[src/rtl/freq_bcd_capture.sv]
// Captures the gated pulse count on each gate fall and converts it to packed BCD
// with a shift-add-3 loop (one bit per clock), publishing a stable result.
module freq_bcd_capture #(
   parameter int unsigned CNT_W       = 24,
   parameter int unsigned DIGITS      = 8,
   parameter int unsigned SYNC_STAGES = 2
) (
   input  logic                  sys_clk,
   input  logic                  rst,
   input  logic                  gate,
   input  logic [CNT_W-1:0]      count_in,
   input  logic                  hold,
   output logic [4*DIGITS-1:0]   bcd,
   output logic                  bcd_valid,
   output logic                  busy,
   output logic                  overrun
);

   localparam int unsigned BCD_W   = 4 * DIGITS;
   localparam int unsigned ITER_W  = $clog2(CNT_W + 1);
   localparam int unsigned SHIFT_W = BCD_W + CNT_W;

   typedef enum logic [0:0] {IDLE, CONV} state_t;

   state_t               state, state_next;
   logic [SYNC_STAGES-1:0] gate_sync;
   logic [CNT_W-1:0]     c_d [SYNC_STAGES];
   logic                 gate_s, gate_q, fall_c;
   logic [CNT_W-1:0]     hold_reg;
   logic [SHIFT_W-1:0]   shift, shift_next;
   logic [ITER_W-1:0]    iter, iter_next;
   logic [BCD_W-1:0]     bcd_next;
   logic                 valid_next, busy_next, overrun_next;

   // Add 3 to every nibble >= 5; nibbles are independent, no carry between them.
   function automatic logic [BCD_W-1:0] add3(input logic [BCD_W-1:0] v);
      logic [BCD_W-1:0] r;
      logic [3:0]       nib;
      r = v;
      for (int i = 0; i < DIGITS; i++) begin
         nib = v[4*i +: 4];
         if (nib >= 4'd5) r[4*i +: 4] = nib + 4'd3;
      end
      return r;
   endfunction

   assign gate_s = gate_sync[SYNC_STAGES-1];
   assign fall_c = gate_q & ~gate_s;

   // Gate synchroniser with a matching count delay line; capture only coherent count samples.
   always_ff @(posedge sys_clk) begin
      if (rst) begin
         gate_sync <= '0;
         gate_q    <= 1'b0;
         hold_reg  <= '0;
         for (int i = 0; i < SYNC_STAGES; i++) c_d[i] <= '0;
      end else begin
         gate_sync <= {gate_sync[SYNC_STAGES-2:0], gate};
         gate_q    <= gate_s;
         c_d[0]    <= count_in;
         for (int i = 1; i < SYNC_STAGES; i++) c_d[i] <= c_d[i-1];
         if (gate_s && (c_d[SYNC_STAGES-1] == c_d[SYNC_STAGES-2]))
            hold_reg <= c_d[SYNC_STAGES-1];
      end
   end

   always_ff @(posedge sys_clk) begin
      if (rst) begin
         state     <= IDLE;
         shift     <= '0;
         iter      <= '0;
         bcd       <= '0;
         bcd_valid <= 1'b0;
         busy      <= 1'b0;
         overrun   <= 1'b0;
      end else begin
         state     <= state_next;
         shift     <= shift_next;
         iter      <= iter_next;
         bcd       <= bcd_next;
         bcd_valid <= valid_next;
         busy      <= busy_next;
         overrun   <= overrun_next;
      end
   end

   always_comb begin
      state_next   = state;
      shift_next   = shift;
      iter_next    = iter;
      bcd_next     = bcd;
      valid_next   = 1'b0;
      overrun_next = 1'b0;
      case (state)
         IDLE: begin
            if (fall_c) begin
               shift_next = {BCD_W'(0), hold_reg};
               iter_next  = '0;
               state_next = CONV;
            end
         end
         CONV: begin
            // A fall during conversion is dropped and flagged; the running conversion continues.
            overrun_next = fall_c;
            shift_next   = {add3(shift[SHIFT_W-1 -: BCD_W]), shift[CNT_W-1:0]} << 1;
            iter_next    = iter + ITER_W'(1);
            if (iter == ITER_W'(CNT_W - 1)) begin
               state_next = IDLE;
               if (!hold) begin
                  bcd_next   = shift_next[SHIFT_W-1 -: BCD_W];
                  valid_next = 1'b1;
               end
            end
         end
         default: state_next = IDLE;
      endcase
      busy_next = (state_next == CONV);
   end

endmodule

[config.mk]
export PLATFORM = sky130hd
export DESIGN_NAME = freq_bcd_capture
export DESIGN_NICKNAME = d
export VERILOG_FILES = /design/src/rtl/freq_bcd_capture.sv
export SDC_FILE = /design/constraint.sdc
export NUM_CORES = 1
export LEC_CHECK = 0
export BUFFER_PORTS_ARGS = -buffer_cell sky130_fd_sc_hd__buf_4
export CAP_MARGIN = 10
export CORE_ASPECT_RATIO = 1.25
export CORE_UTILIZATION = 55
export DETAILED_ROUTE_END_ITERATION = 7
export GPL_ROUTABILITY_DRIVEN = 0
export GPL_TIMING_DRIVEN = 0
export PLACE_DENSITY = 0.82
export SLEW_MARGIN = 10
export SYNTH_ARGS = -nofsm -noshare
export SYNTH_HDL_FRONTEND = slang
export SYNTH_SLANG_ARGS = --single-unit
export TNS_END_PERCENT = 10
[constraint.sdc]
create_clock -name sys_clk -period 2 [get_ports sys_clk]
set_input_delay 0 -clock sys_clk [delete_from_list [all_inputs] [get_ports sys_clk]]
set_output_delay 0 -clock sys_clk [all_outputs]
set_load 0.05 [all_outputs]
==> metrics <==
Cell Count, Final, Fillers Out=1016; detailed-route via count=5398; part of the cycle the worst path needs=0.983; Core Footprint=12200 µm²; register bit count reported by yosys=171; Peak Freq=508 MHz; max reg flops=56; H-tree levels=4; crit path max-delay cell type=nor4_2; EDFF count, synth=0; pin count of the biggest net entering global routing=18; Setup violations, final=0; R2R Setup Slk=0.03 ns; area of the multi-input gates=3260 µm²; hold path cells=2; fin util=0.693; Worst-Margin Slew=0.586 ns; DP Cell Count=958; CP Data Required Time=2.35 ns; post-synthesis cell count=733; hold crit path type=input pin to flip-flop; syn_area_per_cell=9.42 µm²; Yosys warnings=0; post-synthesis sequential area ratio=0.496; drt wl/cell=14.8 µm; DR iter-0 viols=217; minimum clock period=1.97 ns; clock-pin slew on the worst setup and hold paths=0.07 ns; top flop regs=shift x56, c_d x48, bcd x32; CTS tree=built; Pwr Total=0.00707 W; crit path kind=flip-flop to flip-flop; Worst slew margin=0.609; Post-Route WL=15100 µm; antenna violations before repair=0; Fin Setup TNS=0 ns; Crit path depth=7; Final #Nets=884; pre-CTS setup slack=-0.304 ns; Residual DRC=0; Crit. End Element=flip-flop; Initial Utilization=0.565; post-DP HPWL=10600 µm; Hold Vio Cnt, Final=0; CTS Sinks=171; Critical Path Max Stage Delay=0.35 ns; asr flop ratio synth=0; CP max FO=10; Ant. Diodes=0; Synthesized Nets=778; RSZ-0062 raised after global routing=yes; Total Routing Usage GR=0.247; Most used DFF post-synth=dfxtp_1; LEAKAGE=3.40 nW; max-cap check violation count=0; post-route setup slack=0.0333 ns; crit path launch type=flip-flop; die area=13000 µm²; WP buf/inv=2; R2R cell count=7; Clock Skew=0.0119 ns; Largest Register=shift; Die Y=127 µm; maximum resistive drop on vdd=0.857 mV; FF+latch area=3420 µm²; site row count=45; Slew Viols, Final=0; layout cells sized above 1=0.138; Layout area overhead=22.7%; IO Count=63; Routed Antenna Nets=0; CTS buffer count=17; clock buffer depth=2; Syn Std Cell Area=6910 µm²; status=finished, final reports clean; Yosys cell types=28; CP arrival=2.32 ns; TritonRoute pass-1 iters=4; gr ovfl total=0; Via density=5.31; Die Span X=102 µm; clk_lat worst skew=0.43 ns; Fillers=931; critical path's top delay family=simple AND/OR/NAND/NOR gates; clk root buf=clkbuf_16; # port buffers=61; global-route wire length before repair=24600 µm; vias in the first global route=5534; crit path cell chain=xor2_1, nor4_2, nand3_1, nor4_4, buf_6, buf_12, mux2i_1; pwr dens=834 nW/µm²
## worst paths after layout
kind / from / endpoint
worst max register to register: c_d[0][35] / hold_reg[10]
worst max-delay path: c_d[0][35] / hold_reg[10]
worst min-delay path: rst / c_d[0][41]
worst min register to register: gate_sync[0] / gate_sync[1]
## layout by cell type, fill, tap and decap left out, types with 3 or more instances in the layout
cell type / n
nor3b_1: 7
dlygate4sd3_1: 25
mux2i_1: 57
buf_4: 62
buf_1: 6
a211oi_1: 7
o21ai_0: 30
clkbuf_1: 25
nand2_1: 53
xnor2_1: 17
nand3_1: 4
nor2_1: 68
ha_1: 17
or3b_2: 7
a311oi_1: 11
buf_2: 5
dfxtp_1: 171
inv_8: 3
xor2_1: 15
a22o_1: 17
clkbuf_16: 17
nor3_1: 11
nand2b_1: 60
a21oi_1: 57
inv_1: 16
nor2b_1: 53
nand4_1: 3
inv_6: 6
## what timing repair did
action / in CTS / in global routing
pin swaps: 3 / 1
resized for setup: 6 / 16
endpoints found under the hold margin: 25 / 0
cloned: 0 / 0
buffers inserted: 2 / 0
hold buffers: 25 / 0
setup endpoints to repair: 53 / 60
## metrics by stage
stage               instance area [µm²]  hold slack, ns
floorplan                          6910           0.128
global placement                   7570           0.209
detailed placement                 7570           0.214
CTS                                8430          0.0241
global route                       8470          0.0420
finish                             8470          0.0380
## routing by layer
metal / vias up / wire, µm / global-route usage
met3: 39 / 568 / 0.0558
li1: 2689 / - / -
met2: 137 / 8220 / 0.464
met4: 0 / 423 / 0.129
met1: 2533 / 5860 / 0.246
met5: - / 0 / 0
## logic make-up (layout without fill, tap and decap cells)
logic type,after synthesis,in the layout,share of synthesized area
XOR/XNOR,32,32,0.0406
multiplexers,57,57,0.0826
AND/OR/NAND/NOR,273,273,0.207
buffers and inverters,59,178,0.0348
flip-flops,171,171,0.496
AO/OA/AOI/OAI,124,124,0.109
adder cells (fa/ha/maj),17,17,0.0308
## cell type report
type | instances | area share
Tap cell | 164 | 0.0242
Clock buffer | 18 | 0.0518
Inverter | 16 | 0.00709
Buffer | 42 | 0.0244
Clock inverter | 14 | 0.0176
Timing Repair Buffer | 88 | 0.0858
Multi-Input combinational cell | 503 | 0.385
Sequential cell | 171 | 0.404
## power by group
| part | switching, W | total (W) | internal (W) |
|---|---|---|---|
| Clock | 0.00147 | 0.00327 | 0.00180 |
| Combinational | 0.000157 | 0.000310 | 0.000154 |
| Sequential | 0.0000338 | 0.00349 | 0.00345 |
## Yosys cell counts, types with 6 or more instances
library cell    n  area [µm²]
dfxtp_1       171        3420
nor2_1         68         255
nand2b_1       60         375
a21oi_1        57         285
mux2i_1        57         571
nand2_1        53         199
nor2b_1        53         332
clkbuf_1       32         120
o21ai_0        30         150
a22o_1         17         149
ha_1           17         213
xnor2_1        17         149
inv_1          16        60.1
xor2_1         15         131
nor3_1         12        60.1
a311oi_1       11        96.3
nor3b_1         8        60.1
a211oi_1        7        52.6
or3b_2          7        61.3
buf_1           6        22.5
(Power assumes the default switching activity.)
